===== src/rtl/pipe_hazard_ctrl_pkg.sv =====
// Shared pipeline constants plus the hazard-controller opcodes and state encoding.
package pipe_hazard_ctrl_pkg;

    localparam int unsigned CPU_WIDTH = 32;
    localparam int unsigned REG_WIDTH = 5;
    // x0 doubles as "no destination" in this core
    localparam logic [REG_WIDTH-1:0] RNONE = '0;

    localparam logic [6:0] OP_LOAD   = 7'h03;
    localparam logic [6:0] OP_SYSTEM = 7'h73;

    typedef enum logic [1:0] {
        RUN      = 2'd0,
        MEM_WAIT = 2'd1,
        HALT     = 2'd2
    } hz_state_t;

endpackage


===== src/rtl/hazard_perf_cnt.sv =====
// Purpose: pair of free-running stall/flush event counters, wrapping modulo 2^CNT_WIDTH.
// Latency: count visible one cycle after the enable.
// Backpressure: none; enables are sampled every cycle.
module hazard_perf_cnt #(
    parameter int unsigned CNT_WIDTH = 32
) (
    input  logic                 clk_i,
    input  logic                 rst_i,
    input  logic                 stall_inc,
    input  logic                 flush_inc,
    output logic [CNT_WIDTH-1:0] stall_cnt,
    output logic [CNT_WIDTH-1:0] flush_cnt
);

    always_ff @(posedge clk_i) begin
        if (rst_i) begin
            stall_cnt <= '0;
            flush_cnt <= '0;
        end else begin
            if (stall_inc) stall_cnt <= stall_cnt + 1'b1;
            if (flush_inc) flush_cnt <= flush_cnt + 1'b1;
        end
    end

endmodule


===== src/rtl/pipe_hazard_ctrl.sv =====
// Purpose: stall/bubble controller for the 5-stage pipe (load-use, mispredict, dmem wait, halt).
// Latency: stall/bubble outputs are combinational from state + inputs; state/counters registered.
// Backpressure: a dmem miss freezes F..M and bubbles W until dmem_ready; halt freezes all stages.
module pipe_hazard_ctrl
    import pipe_hazard_ctrl_pkg::*;
#(
    parameter int unsigned CNT_WIDTH = 32,
    parameter logic [6:0]  OP_LOAD   = pipe_hazard_ctrl_pkg::OP_LOAD,
    parameter logic [6:0]  OP_SYSTEM = pipe_hazard_ctrl_pkg::OP_SYSTEM
) (
    input  logic                 clk_i,
    input  logic                 rst_i,
    input  logic [REG_WIDTH-1:0] D_rs1_i,
    input  logic [REG_WIDTH-1:0] D_rs2_i,
    input  logic [6:0]           E_opcode_i,
    input  logic [REG_WIDTH-1:0] E_dstM_i,
    input  logic                 e_mispredict_i,
    input  logic                 M_mem_req_i,
    input  logic                 dmem_ready_i,
    input  logic [6:0]           W_opcode_i,
    output logic                 F_stall_o,
    output logic                 D_stall_o,
    output logic                 E_stall_o,
    output logic                 M_stall_o,
    output logic                 W_stall_o,
    output logic                 D_bubble_o,
    output logic                 E_bubble_o,
    output logic                 M_bubble_o,
    output logic                 W_bubble_o,
    output logic                 halt_o,
    output logic [CNT_WIDTH-1:0] stall_cnt_o,
    output logic [CNT_WIDTH-1:0] flush_cnt_o
);

    hz_state_t state, state_nxt;
    logic      load_use;
    logic      flush_hit;
    logic      stall_inc;

    assign load_use = (E_opcode_i == OP_LOAD) && (E_dstM_i != RNONE) && (E_dstM_i != '0) &&
                      ((E_dstM_i == D_rs1_i) || (E_dstM_i == D_rs2_i));

    always_ff @(posedge clk_i) begin
        if (rst_i) state <= RUN;
        else       state <= state_nxt;
    end

    always_comb begin
        state_nxt  = state;
        F_stall_o  = 1'b0;
        D_stall_o  = 1'b0;
        E_stall_o  = 1'b0;
        M_stall_o  = 1'b0;
        W_stall_o  = 1'b0;
        D_bubble_o = 1'b0;
        E_bubble_o = 1'b0;
        M_bubble_o = 1'b0;
        W_bubble_o = 1'b0;
        flush_hit  = 1'b0;
        if (!rst_i) begin
            unique case (state)
                RUN: begin
                    if (W_opcode_i == OP_SYSTEM) begin
                        {F_stall_o, D_stall_o, E_stall_o, M_stall_o, W_stall_o} = 5'b11111;
                        state_nxt = HALT;
                    end else if (M_mem_req_i && !dmem_ready_i) begin
                        {F_stall_o, D_stall_o, E_stall_o, M_stall_o} = 4'b1111;
                        W_bubble_o = 1'b1;
                        state_nxt  = MEM_WAIT;
                    end else if (e_mispredict_i) begin
                        D_bubble_o = 1'b1;
                        E_bubble_o = 1'b1;
                        flush_hit  = 1'b1;
                    end else if (load_use) begin
                        F_stall_o  = 1'b1;
                        D_stall_o  = 1'b1;
                        E_bubble_o = 1'b1;
                    end
                end
                // E is frozen here, so mispredict/load-use wait for the next RUN cycle
                MEM_WAIT: begin
                    {F_stall_o, D_stall_o, E_stall_o, M_stall_o} = 4'b1111;
                    W_bubble_o = 1'b1;
                    if (dmem_ready_i) state_nxt = RUN;
                end
                HALT: begin
                    {F_stall_o, D_stall_o, E_stall_o, M_stall_o, W_stall_o} = 5'b11111;
                end
                default: state_nxt = RUN;
            endcase
        end
    end

    assign halt_o    = (state == HALT);
    assign stall_inc = F_stall_o && (state != HALT);

    hazard_perf_cnt #(
        .CNT_WIDTH (CNT_WIDTH)
    ) u_perf_cnt (
        .clk_i     (clk_i),
        .rst_i     (rst_i),
        .stall_inc (stall_inc),
        .flush_inc (flush_hit),
        .stall_cnt (stall_cnt_o),
        .flush_cnt (flush_cnt_o)
    );

endmodule


===== config.mk =====
export PLATFORM = sky130hd
export DESIGN_NAME = pipe_hazard_ctrl
export DESIGN_NICKNAME = d
export VERILOG_FILES = /design/src/rtl/pipe_hazard_ctrl_pkg.sv /design/src/rtl/hazard_perf_cnt.sv /design/src/rtl/pipe_hazard_ctrl.sv
export SDC_FILE = /design/constraint.sdc
export NUM_CORES = 1
export LEC_CHECK = 0
export BUFFER_PORTS_ARGS = -buffer_cell sky130_fd_sc_hd__buf_4
export CAP_MARGIN = 20
export CORE_MARGIN = 5
export CORE_UTILIZATION = 56
export CTS_CLUSTER_SIZE = 10
export DETAILED_ROUTE_END_ITERATION = 8
export PLACE_DENSITY_LB_ADDON = 0.3
export REMOVE_ABC_BUFFERS = 1
export SETUP_SLACK_MARGIN = 0.1
export SYNTH_ARGS = -nofsm -noshare
export SYNTH_HDL_FRONTEND = slang
export SYNTH_HIERARCHICAL = 1
export SYNTH_SLANG_ARGS = --single-unit
export TNS_END_PERCENT = 30

===== constraint.sdc =====
create_clock -name clk_i -period 9.15 [get_ports clk_i]
set_clock_uncertainty 0.2 [all_clocks]
set_input_delay 1.3725 -clock clk_i [delete_from_list [all_inputs] [get_ports clk_i]]
set_output_delay 1.3725 -clock clk_i [all_outputs]
set_load 0.02 [all_outputs]

==> metrics.md <==
| Metric | Value |
|---|---|
| Kind of critical path | `input pin to flop` |
| Maxcap violations | `0` |
| Final WL | `9490 µm` |
| Clock buffer depth | `2` |
| CTS root buf | `clkbuf_8` |
| Vias in the first global route | `3414` |
| Worst Path Required | `9.18 ns` |
| Internal power | `469 µW` |
| Top cell type's share of synthesized area | `37.5%` |
| Power per cell area | `135 nW/µm²` |
| Hold/Removal Path Class | `flop to flop` |
| Layout area overhead | `27.6%` |
| Final setup violating endpoints | `0` |
| GRT Resource Usage Total | `24.2%` |
| Row Count | `28` |
| Initial antenna violation count | `0` |
| Number of enable flip-flop cells after synthesis | `0` |
| Die Ht | `89.3 µm` |
| Pwr Total | `608 µW` |
| Storage element area | `1320 µm²` |
| Share of power burned in registers | `47.8%` |
| Fmax | `0.232 GHz` |
| Grt total ovfl | `0` |
| Post-synthesis register bit count | `66` |
| Synthesized area | `3520 µm²` |
| YS warnings | `6` |
| Async set-reset flop share out of synthesis | `0%` |
| Gpl congestion | `0.845` |
| Setup TNS | `0 ns` |
| LEAKAGE | `0.00176 µW` |
| Worst slew pin tran | `0.725 ns` |
| Post-DP HPWL | `6520 µm` |
| Setup Slack @ Placement | `4.60 ns` |
| Worst IR Drop VDD | `0.108 mV` |
| Clk slew on worst S/H paths | `0.08 ns` |
| Area of the multi-input gates | `2000 µm²` |
| Combinational group share of total power | `7.4%` |
| Post-route DRC | `0` |
| Initial DRC count | `164` |
| Status | `completed` |
| Post_cts resized | `0` |
| Min Tclk post-route | `4.31 ns` |
| Slew margin rel. | `51.7%` |
| Net Sw Frac | `22.8%` |
| Syn_area_per_cell | `8.50 µm²` |
| PortBufs | `106` |
| DRT antenna net count | `0` |
| First-pass DRT Iterations | `4` |
| Synth Flop Type | `dfxtp_1` |
| Clk pwr share | `44.9%` |
| Final Hold Viols | `0` |
| H-tree depth | `3` |
| Largest net degree at the start of global routing | `74` |
| Starting Density | `58.4%` |
| RSZ-0062 raised after global routing | `no` |
| Largest area contributor in the netlist | `dfxtp_1` |
| Worst skew pair latency | `0.34 ns` |
| Core area | `6030 µm²` |
| Sw Pwr | `139 µW` |
| Sequential area share after synthesis | `37.5%` |
| Die W | `89.3 µm` |
| Count leader, synth | `dfxtp_1` |
| Slew Limit Fails | `0` |
| CP Capture Type | `flop` |
| Wirelength per Cell | `16.3 µm` |
| CP Data Arrival Time | `4.34 ns` |
| Hold_buf cts | `0` |
| Clock Sink Count | `66` |
| Fill cells | `467` |
| Type of origin of the critical path | `input pin` |
| Ant. Diodes | `0` |
| Die ar. | `7970 µm²` |
| Fin nets | `543` |
| IO Count | `108` |
| Vias per Instance | `6.08` |
| Final period utilization | `47.1%` |
| Post CTS Setup Buffer Count | `0` |
| First-pass GRT wire length | `15400 µm` |
| Count of cell types in the netlist | `45` |
| Vias | `3544` |
| CTS tree | `yes` |
| Crit Path Max Fanout | `73` |
| Area contributors post-synth | `dfxtp_1, xor2_1, o31ai_1, or4_1, a21oi_1` |
| Synth Instances | `414` |
| Final setup margin | `4.84 ns` |
| Share of layout cells above drive strength 1 | `26.4%` |
| Synth cell count leaders | `dfxtp_1, a21oi_1, nor2_1` |
| CTS Buf Count | `9` |
[routing by layer]
| layer | wire, µm | vias to the layer above | global-route usage [%] |
|---|---|---|---|
| met3 | 577 | 8 | 5.71 |
| met5 | 0 | - | 0 |
| met4 | 88 | 0 | 9.07 |
| met1 | 4000 | 1704 | 29.9 |
| met2 | 4820 | 107 | 41.0 |
| li1 | - | 1725 | - |
[stage by stage]
| stage | hold WS [ns] | util, % | area [µm²] | instances |
|---|---|---|---|---|
| 6_report | 0.290 | 74.5 | 4490 | 583 |
| 2_1_floorplan | 0.319 | - | 3370 | 385 |
| 3_3_place_gp | 0.265 | 70.6 | 4260 | 566 |
| 4_1_cts | 0.291 | 74.3 | 4480 | 582 |
| 5_1_grt | 0.323 | 74.5 | 4490 | 583 |
| 3_5_place_dp | 0.281 | 70.6 | 4260 | 566 |
[placed cells by master (no fill, tap or decap), drive strengths merged]
master    netlist  final
a22oi           1      1
a21oi          38     38
o31ai          33     33
and4           12     12
buf            15    107
nor3b           1      1
dfxtp          66     66
nor3            4      4
clkinv          0      2
nand2b          1      1
nor2b           4      4
nor4            4      4
a211oi          1      1
nor4b           1      1
nor2           36     36
o22ai           1      1
or2             1      1
o211ai          1      1
clkbuf         14     11
o221ai          1      1
and3            7      7
a31oi           1      1
nand2          22     22
nand4b          1      1
o21ai           3      3
nand3          23     23
nand4          21     21
inv            12     12
bufinv          0      2
a21o            1      1
mux2i           2      2
conb            1      1
or4            32     32
clkinvlp        0      1
xor2           29     29
mux2            3      3
or3             5      5
ha              6      6
xnor2           6      6
and2            4      4
[cell type report]
class	instances	share of cell area (%)
clock inverter	5	1.73
multi-input combinational	307	44.6
clock buffer	11	3.15
sequential	66	29.4
timing repair buffer	107	18.1
inverter	12	1.00
tap	75	2.09
[registers in the layout, summed over array words and instances (netlist names)]
| signal | flops |
|---|---|
| u_perf_cnt/flush_cnt | 32 |
| u_perf_cnt/stall_cnt | 32 |
| state | 2 |
[power by group through the flow]
stage                     clock network (µW)  logic (µW)  registers (µW)
after detailed placement                   0        44.5             297
after floorplan                            0        17.9             298
after CTS                                277        44.7             291
after global routing                     292        48.4             291
after global placement                     0        43.0             297
final                                    273        44.7             291
[worst paths after layout]
check / startpoint / to / slack (ns) / depth (start not counted)
worst min-delay path: u_perf_cnt/flush_cnt[31]$_SDFFE_PP0P_ / u_perf_cnt/flush_cnt[31]$_SDFFE_PP0P_ / 0.29 / 2
worst max register to register: state[0]$_SDFFE_PP0P_ / u_perf_cnt/stall_cnt[23]$_SDFFE_PP0P_ / 5.67 / 9
worst max-delay path: rst_i / u_perf_cnt/stall_cnt[23]$_SDFFE_PP0P_ / 4.84 / 9
worst min register to register: u_perf_cnt/flush_cnt[31]$_SDFFE_PP0P_ / u_perf_cnt/flush_cnt[31]$_SDFFE_PP0P_ / 0.29 / 2
[worst max-delay path: stages]
cell and delay [ns]:
buf_4 0.31, nor2_1 0.24, nand3_1 0.11, or3_1 0.35, o22ai_1 0.37, and4_1 0.46, nand2_1 0.28, nor4_1 0.41
mux2_2 0.38
[kinds of logic (layout without fill, tap and decap cells)]
family,Yosys count,in the layout,share of synthesized area (%)
and+or+nand+nor,179,179,29.9
AOI/OAI and AO/OA,81,81,14.5
DFF,66,66,37.5
buffers and inverters,41,135,5.62
xor gates and xnor gates,35,35,8.71
adders and majority gates,6,6,2.13
muxes,5,5,1.53
other,1,1,0.107
Note: power is estimated with default switching activity, not from simulation.
